`config.mk`:
```
export PLATFORM = sky130hd
export DESIGN_NAME = tmr_voter_fault_mgr
export DESIGN_NICKNAME = d
export VERILOG_FILES = /design/src/rtl/voter_pkg.sv /design/src/rtl/maj3_mask.sv /design/src/rtl/tmr_voter_fault_mgr.sv
export SDC_FILE = /design/constraint.sdc
export NUM_CORES = 1
export LEC_CHECK = 0
export CAP_MARGIN = 20
export CORE_ASPECT_RATIO = 0.9
export CORE_MARGIN = 3
export CORE_UTILIZATION = 53
export DETAILED_ROUTE_END_ITERATION = 12
export DONT_BUFFER_PORTS = 1
export PLACE_DENSITY = 0.68
export SYNTH_ARGS = -nofsm -noshare
export SYNTH_HDL_FRONTEND = slang
export SYNTH_SLANG_ARGS = --single-unit
```
`constraint.sdc`:
```
create_clock -name clk_i -period 5.7 [get_ports clk_i]
set_input_delay 0.285 -clock clk_i [delete_from_list [all_inputs] [get_ports clk_i]]
set_output_delay 0.285 -clock clk_i [all_outputs]
set_load 0.005 [all_outputs]
```
`src/rtl/voter_pkg.sv`:
```
// Shared types and helpers for the TMR voter with replica fault management.
package voter_pkg;

  typedef enum logic [1:0] {
    HEALTHY = 2'b00,
    SUSPECT = 2'b01,
    FAULTY  = 2'b10
  } rep_state_e;

  localparam int NUM_REP = 3;

  // Lowest set index of the mask; replica 0 when no bit is set.
  function automatic logic [1:0] first_healthy(input logic [NUM_REP-1:0] mask);
    first_healthy = 2'd0;
    for (int i = NUM_REP - 1; i >= 0; i--) begin
      if (mask[i]) first_healthy = 2'(i);
    end
  endfunction

endpackage

```
`src/rtl/maj3_mask.sv`:
```
// One W-bit group voter: full 2-of-3 majority when all replicas are healthy,
// otherwise votes among the non-faulty replicas only.
module maj3_mask
  import voter_pkg::*;
#(
  parameter int W = 8
) (
  input  logic [W-1:0]       in_1,
  input  logic [W-1:0]       in_2,
  input  logic [W-1:0]       in_3,
  input  logic [NUM_REP-1:0] healthy,
  output logic [W-1:0]       voted,
  output logic [NUM_REP-1:0] disagree,
  output logic               corrected,
  output logic               uncorrectable
);

  logic eq12, eq13, eq23;
  logic [1:0] sel;

  assign eq12 = (in_1 == in_2);
  assign eq13 = (in_1 == in_3);
  assign eq23 = (in_2 == in_3);
  assign sel  = first_healthy(healthy);

  always_comb begin
    voted         = in_1;
    disagree      = '0;
    corrected     = 1'b0;
    uncorrectable = 1'b0;
    case (healthy)
      3'b111: begin
        if (eq12 && eq13) begin
          voted = in_1;
        end else if (eq12) begin
          disagree[2] = 1'b1;
          corrected   = 1'b1;
        end else if (eq13) begin
          disagree[1] = 1'b1;
          corrected   = 1'b1;
        end else if (eq23) begin
          voted       = in_2;
          disagree[0] = 1'b1;
          corrected   = 1'b1;
        end else begin
          uncorrectable = 1'b1;
        end
      end
      // Degraded: only the two surviving replicas are compared.
      3'b110: begin
        voted         = in_2;
        uncorrectable = !eq23;
      end
      3'b101: begin
        voted         = in_1;
        uncorrectable = !eq13;
      end
      3'b011: begin
        voted         = in_1;
        uncorrectable = !eq12;
      end
      default: begin
        case (sel)
          2'd1:    voted = in_2;
          2'd2:    voted = in_3;
          default: voted = in_1;
        endcase
        uncorrectable = 1'b1;
      end
    endcase
  end

endmodule

```
`src/rtl/tmr_voter_fault_mgr.sv`:
```
// N_GRP-group TMR voter with per-replica suspect/faulty tracking, saturating
// mismatch counters and a valid/ready fault-event report channel.
module tmr_voter_fault_mgr
  import voter_pkg::*;
#(
  parameter int          N_GRP    = 4,
  parameter int          W        = 8,
  parameter int          CNT_W    = 8,
  parameter int unsigned PERM_THR = 3,
  parameter bit          REG_OUT  = 1'b1
) (
  input  logic                     clk_i,
  input  logic                     rst_ni,
  input  logic                     valid_i,
  input  logic [N_GRP*W-1:0]       in_1_i,
  input  logic [N_GRP*W-1:0]       in_2_i,
  input  logic [N_GRP*W-1:0]       in_3_i,
  input  logic                     clear_i,
  output logic [N_GRP*W-1:0]       voted_o,
  output logic                     voted_valid_o,
  output logic [N_GRP-1:0]         err_corrected_o,
  output logic [N_GRP-1:0]         err_uncorrectable_o,
  output logic [NUM_REP*2-1:0]     rep_state_o,
  output logic [NUM_REP*CNT_W-1:0] err_cnt_o,
  output logic                     report_valid_o,
  input  logic                     report_ready_i,
  output logic [1:0]               report_rep_o,
  output logic                     report_ovf_o
);

  localparam int CONS_W = 8;

  logic [NUM_REP-1:0]       healthy;
  logic [NUM_REP-1:0]       enter_faulty;
  logic [N_GRP*W-1:0]       voted_c;
  logic [N_GRP*NUM_REP-1:0] disagree_flat;
  logic [N_GRP-1:0]         corr_c, unc_c, corr_v, unc_v;
  logic [NUM_REP-1:0]       disagree_or, mismatch;
  logic                     update_en;

  for (genvar gi = 0; gi < N_GRP; gi++) begin : g_grp
    maj3_mask #(.W(W)) u_maj (
      .in_1          (in_1_i[gi*W +: W]),
      .in_2          (in_2_i[gi*W +: W]),
      .in_3          (in_3_i[gi*W +: W]),
      .healthy       (healthy),
      .voted         (voted_c[gi*W +: W]),
      .disagree      (disagree_flat[gi*NUM_REP +: NUM_REP]),
      .corrected     (corr_c[gi]),
      .uncorrectable (unc_c[gi])
    );
  end

  always_comb begin
    disagree_or = '0;
    for (int g = 0; g < N_GRP; g++) disagree_or |= disagree_flat[g*NUM_REP +: NUM_REP];
  end

  // Any no-majority group freezes all replica bookkeeping for the cycle.
  assign update_en = valid_i && !(|unc_c);
  assign mismatch  = disagree_or & {NUM_REP{update_en}};
  assign corr_v    = corr_c & {N_GRP{valid_i}};
  assign unc_v     = unc_c & {N_GRP{valid_i}};

  for (genvar gi = 0; gi < NUM_REP; gi++) begin : g_rep
    rep_state_e        state_reg, state_next;
    logic [CONS_W-1:0] cons_reg, cons_next, cons_inc;
    logic [CNT_W-1:0]  cnt_reg, cnt_next;
    logic              healthy_l, enter_l;

    assign cons_inc = cons_reg + CONS_W'(1);

    always_ff @(posedge clk_i or negedge rst_ni) begin
      if (!rst_ni) begin
        state_reg <= HEALTHY;
        cons_reg  <= '0;
        cnt_reg   <= '0;
      end else if (clear_i) begin
        state_reg <= HEALTHY;
        cons_reg  <= '0;
        cnt_reg   <= '0;
      end else begin
        state_reg <= state_next;
        cons_reg  <= cons_next;
        cnt_reg   <= cnt_next;
      end
    end

    always_comb begin
      state_next = state_reg;
      cons_next  = cons_reg;
      cnt_next   = cnt_reg;
      case (state_reg)
        HEALTHY: begin
          if (mismatch[gi]) begin
            cons_next  = CONS_W'(1);
            state_next = (PERM_THR <= 1) ? FAULTY : SUSPECT;
          end
        end
        SUSPECT: begin
          if (mismatch[gi]) begin
            cons_next = cons_inc;
            if (cons_inc >= CONS_W'(PERM_THR)) state_next = FAULTY;
          end else if (update_en) begin
            cons_next  = '0;
            state_next = HEALTHY;
          end
        end
        default: state_next = FAULTY;
      endcase
      if (mismatch[gi] && (state_reg != FAULTY) && (cnt_reg != {CNT_W{1'b1}}))
        cnt_next = cnt_reg + CNT_W'(1);
    end

    always_comb begin
      healthy_l = (state_reg != FAULTY);
      enter_l   = healthy_l && (state_next == FAULTY);
    end

    assign healthy[gi]                    = healthy_l;
    assign enter_faulty[gi]               = enter_l;
    assign rep_state_o[gi*2 +: 2]         = state_reg;
    assign err_cnt_o[gi*CNT_W +: CNT_W]   = cnt_reg;
  end

  logic       report_valid_reg, report_ovf_reg, accept;
  logic [1:0] report_rep_reg;

  assign accept = report_valid_reg && report_ready_i;

  // Only one event is buffered; anything arriving while it is outstanding is lost.
  always_ff @(posedge clk_i or negedge rst_ni) begin
    if (!rst_ni) begin
      report_valid_reg <= 1'b0;
      report_rep_reg   <= 2'd0;
      report_ovf_reg   <= 1'b0;
    end else if (clear_i) begin
      report_valid_reg <= 1'b0;
      report_rep_reg   <= 2'd0;
      report_ovf_reg   <= 1'b0;
    end else if (|enter_faulty) begin
      if (report_valid_reg) begin
        report_ovf_reg   <= 1'b1;
        report_valid_reg <= !accept;
      end else begin
        report_valid_reg <= 1'b1;
        report_rep_reg   <= first_healthy(enter_faulty);
        if ($countones(enter_faulty) > 1) report_ovf_reg <= 1'b1;
      end
    end else if (accept) begin
      report_valid_reg <= 1'b0;
    end
  end

  assign report_valid_o = report_valid_reg;
  assign report_rep_o   = report_rep_reg;
  assign report_ovf_o   = report_ovf_reg;

  if (REG_OUT) begin : g_reg_out
    logic [N_GRP*W-1:0] voted_reg;
    logic               voted_valid_reg;
    logic [N_GRP-1:0]   corr_reg, unc_reg;

    always_ff @(posedge clk_i or negedge rst_ni) begin
      if (!rst_ni) begin
        voted_reg       <= '0;
        voted_valid_reg <= 1'b0;
        corr_reg        <= '0;
        unc_reg         <= '0;
      end else begin
        voted_reg       <= voted_c;
        voted_valid_reg <= valid_i;
        corr_reg        <= corr_v;
        unc_reg         <= unc_v;
      end
    end

    assign voted_o             = voted_reg;
    assign voted_valid_o       = voted_valid_reg;
    assign err_corrected_o     = corr_reg;
    assign err_uncorrectable_o = unc_reg;
  end else begin : g_comb_out
    assign voted_o             = voted_c;
    assign voted_valid_o       = valid_i;
    assign err_corrected_o     = corr_v;
    assign err_uncorrectable_o = unc_v;
  end

endmodule
```
==> impl_results.md <==
- CTS buffer count: 9
- Reg2reg path depth: 7
- Clock Root Buffer: clkbuf_16
- Post-route cell area: 0.00742 mm2
- WL per Instance: 20.9 um
- Met2 WL: 9130 um
- ANT nets after route: 0
- Total power: 1.51 mW
- Final Skew: 9.61 ps
- P_leak: 2.82 nW
- Starting Density: 0.545
- Final slew viol count: 0
- Top_reg_cell synth: dfrtp_1
- Hold endpoint: g_rep[1].cons_reg[1]
- Hold buffers post-CTS: 4
- CTS sink count: 99
- Highest Signal Layer: met4
- Chip height: 115 um
- Clock Path Buffers: 2
- Nets: 876
- Min-delay src: clear_i
- Setup WS pre-CTS: 2030 ps
- Synth area leader: dfrtp_1
- #FFs+latches synth: 99
- WL met1: 8320 um
- Largest register FFs: 32
- Largest net degree at the start of global routing: 100
- Core area: 0.0127 mm2
- Post-cts resize count: 0
- Clock slew at reported path FFs: 70 ps
- Vias/cell: 6.66
- Period utilization: 0.654
- Worst R2R Start: g_rep[0].state_reg[1]
- Startpoint types: flip-flop
- Post-synth EDFFs: 0
- Vias: 6224
- GRT Overall Usage: 0.272
- Met3 routed WL: 1720 um
- Worst path arrival time: 4000 ps
- Row cnt: 39
- Port bufs: 0
- Run status: completed
- Worst Setup Path Type: flip-flop to flip-flop
- CTS tree: done
- TNS Setup: 0 ps
- PwrDens: 204 mW/mm2
- Ys async rst share: 1.00
- DRC viols: 0
- Worst Hold Class: input pin to flip-flop
- WHS: 40.0 ps
- I/O pin cnt: 176
- Most frequent cells in the layout: dfrtp_1, xnor2_1, nand2_1
- Post-route setup slack: 1970 ps
- Mapped Avg Cell Area: 8.93 um2
- Maxcap violations: 0
- Setup slack, reg-to-reg: 1970 ps
- Placed inst area: 0.00704 mm2
- Commonest non-fill, non-tap cell in the layout: dfrtp_1
- Seq/Total Area, Yosys: 0.357
- Max Fanout on Critical Path: 15
- Die ar.: 0.0145 mm2
- Peak VDD IR: 0.144 mV
- Synthesized cell area: 0.00694 mm2
- First-pass GRT wire length: 31800 um
- Synthesis Warnings: 0
- Post-Syn Instances: 777
- Top cell type's share of synthesized area: 0.357
- Ant diodes: 0
- Drt first pass iters: 5
- DRC violation total after the first TritonRoute iteration: 540
- Max Fclk: 268 MHz
- Synth cell types: 69
- Worst skew pair latency: 360 ps
- Overflow after GRT: 0
- Post-CTS Setup Inserts: 0
- Syn Nets: 888
- Worst hold stages: 1
- Hold Vio Cnt, Final: 0
- Setup crit end kind: flip-flop
- Largest cells by area after synthesis: dfrtp_1, xnor2_1, a221oi_1
- RSZ-0062 raised after global routing: false
- Initial antenna violation count: 0
- Placed wire-length estimate: 13900 um
- Max-slew headroom: 0.330
- Slew @ Worst Pin: 998 ps
- Final Routed Wirelength: 19500 um
- Minimum clock period: 3730 ps
- Vias in the first global route: 6097
- Die Span X: 127 um
- Area Growth Syn to Fin: 6.96%
- WP data required: 5970 ps
- Reg2Reg Capture Point: g_rep[1].cons_reg[6]
- Layout cells sized above 1: 0.0740
- H-tree Lvls: 3
- GPL Wtd Cong: 0.884
- Final setup violation count: 0
worst max-delay path: stages (launching register included):
cell and delay [ps]:
dfrtp_1 510, nor2b_1 250, nor2_1 420, a211oi_1 240, nor4_4 900, nand4_1 660
or3_1 550, o211ai_1 90
layout make-up:
| class | instances | area, um2 |
|---|---|---|
| Fill cell | 1115 | 5320 |
| Multi-Input combinational cell | 620 | 4230 |
| Sequential cell | 99 | 2480 |
| Clock buffer | 10 | 239 |
| Tap cell | 164 | 205 |
| Timing Repair Buffer | 9 | 103 |
| Inverter | 26 | 97.6 |
| Clock inverter | 6 | 71.3 |
where the power goes:
group	internal, mW	switching, mW
Clock	0.356	0.288
Combinational	0.0695	0.0705
Sequential	0.717	0.00954
Total	1.14	0.368
Yosys cell counts, types with 8 or more instances:
cell      number
a211oi_1      15
nor3_1        16
nand2_1       69
nand3_1       24
clkbuf_1      23
or3_1          8
nand4_1       27
ha_1          10
a221oi_1      34
a31oi_1       34
a21o_1         8
a21oi_1       32
and2_1         9
nor2_1        50
xor2_1        27
dfrtp_1       99
inv_1         23
o21ai_0       26
or4_1          8
a22oi_1       35
o21a_1         8
xnor2_1       76
o31ai_1       11
layer usage:
layer	global-route usage	vias to the layer above
li1	-	2894
met1	0.355	3058
met2	0.425	239
met3	0.101	33
met4	0.0801	0
met5	0	-
metrics by stage:
step	std cells	util
after floorplan	777	-
after global placement	913	0.553
after detailed placement	913	0.553
after CTS	933	0.582
after global routing	934	0.583
final	934	0.583
worst max-delay path by stage:
stage                                      from                    to  slack, ps  cells past startpoint
after floorplan           g_rep[0].state_reg[0]          report_ovf_o       2950                     13
after global placement    g_rep[0].state_reg[1]  g_rep[1].cons_reg[6]       2270                      7
after detailed placement  g_rep[0].state_reg[0]  g_rep[1].cons_reg[6]       2030                      8
after CTS                 g_rep[0].state_reg[0]  g_rep[1].cons_reg[6]       2020                      8
after global routing      g_rep[0].state_reg[0]  g_rep[1].cons_reg[6]       1640                      8
final                     g_rep[0].state_reg[1]  g_rep[1].cons_reg[6]       1970                      7
cell families after synthesis:
family / synth area share
compound gates: 0.242
xor+xnor: 0.130
fa+ha+maj: 0.0180
buf+inv: 0.0361
flops: 0.357
mux: 0.00902
simple gates: 0.208
Note: power is estimated with default switching activity, not from simulation.
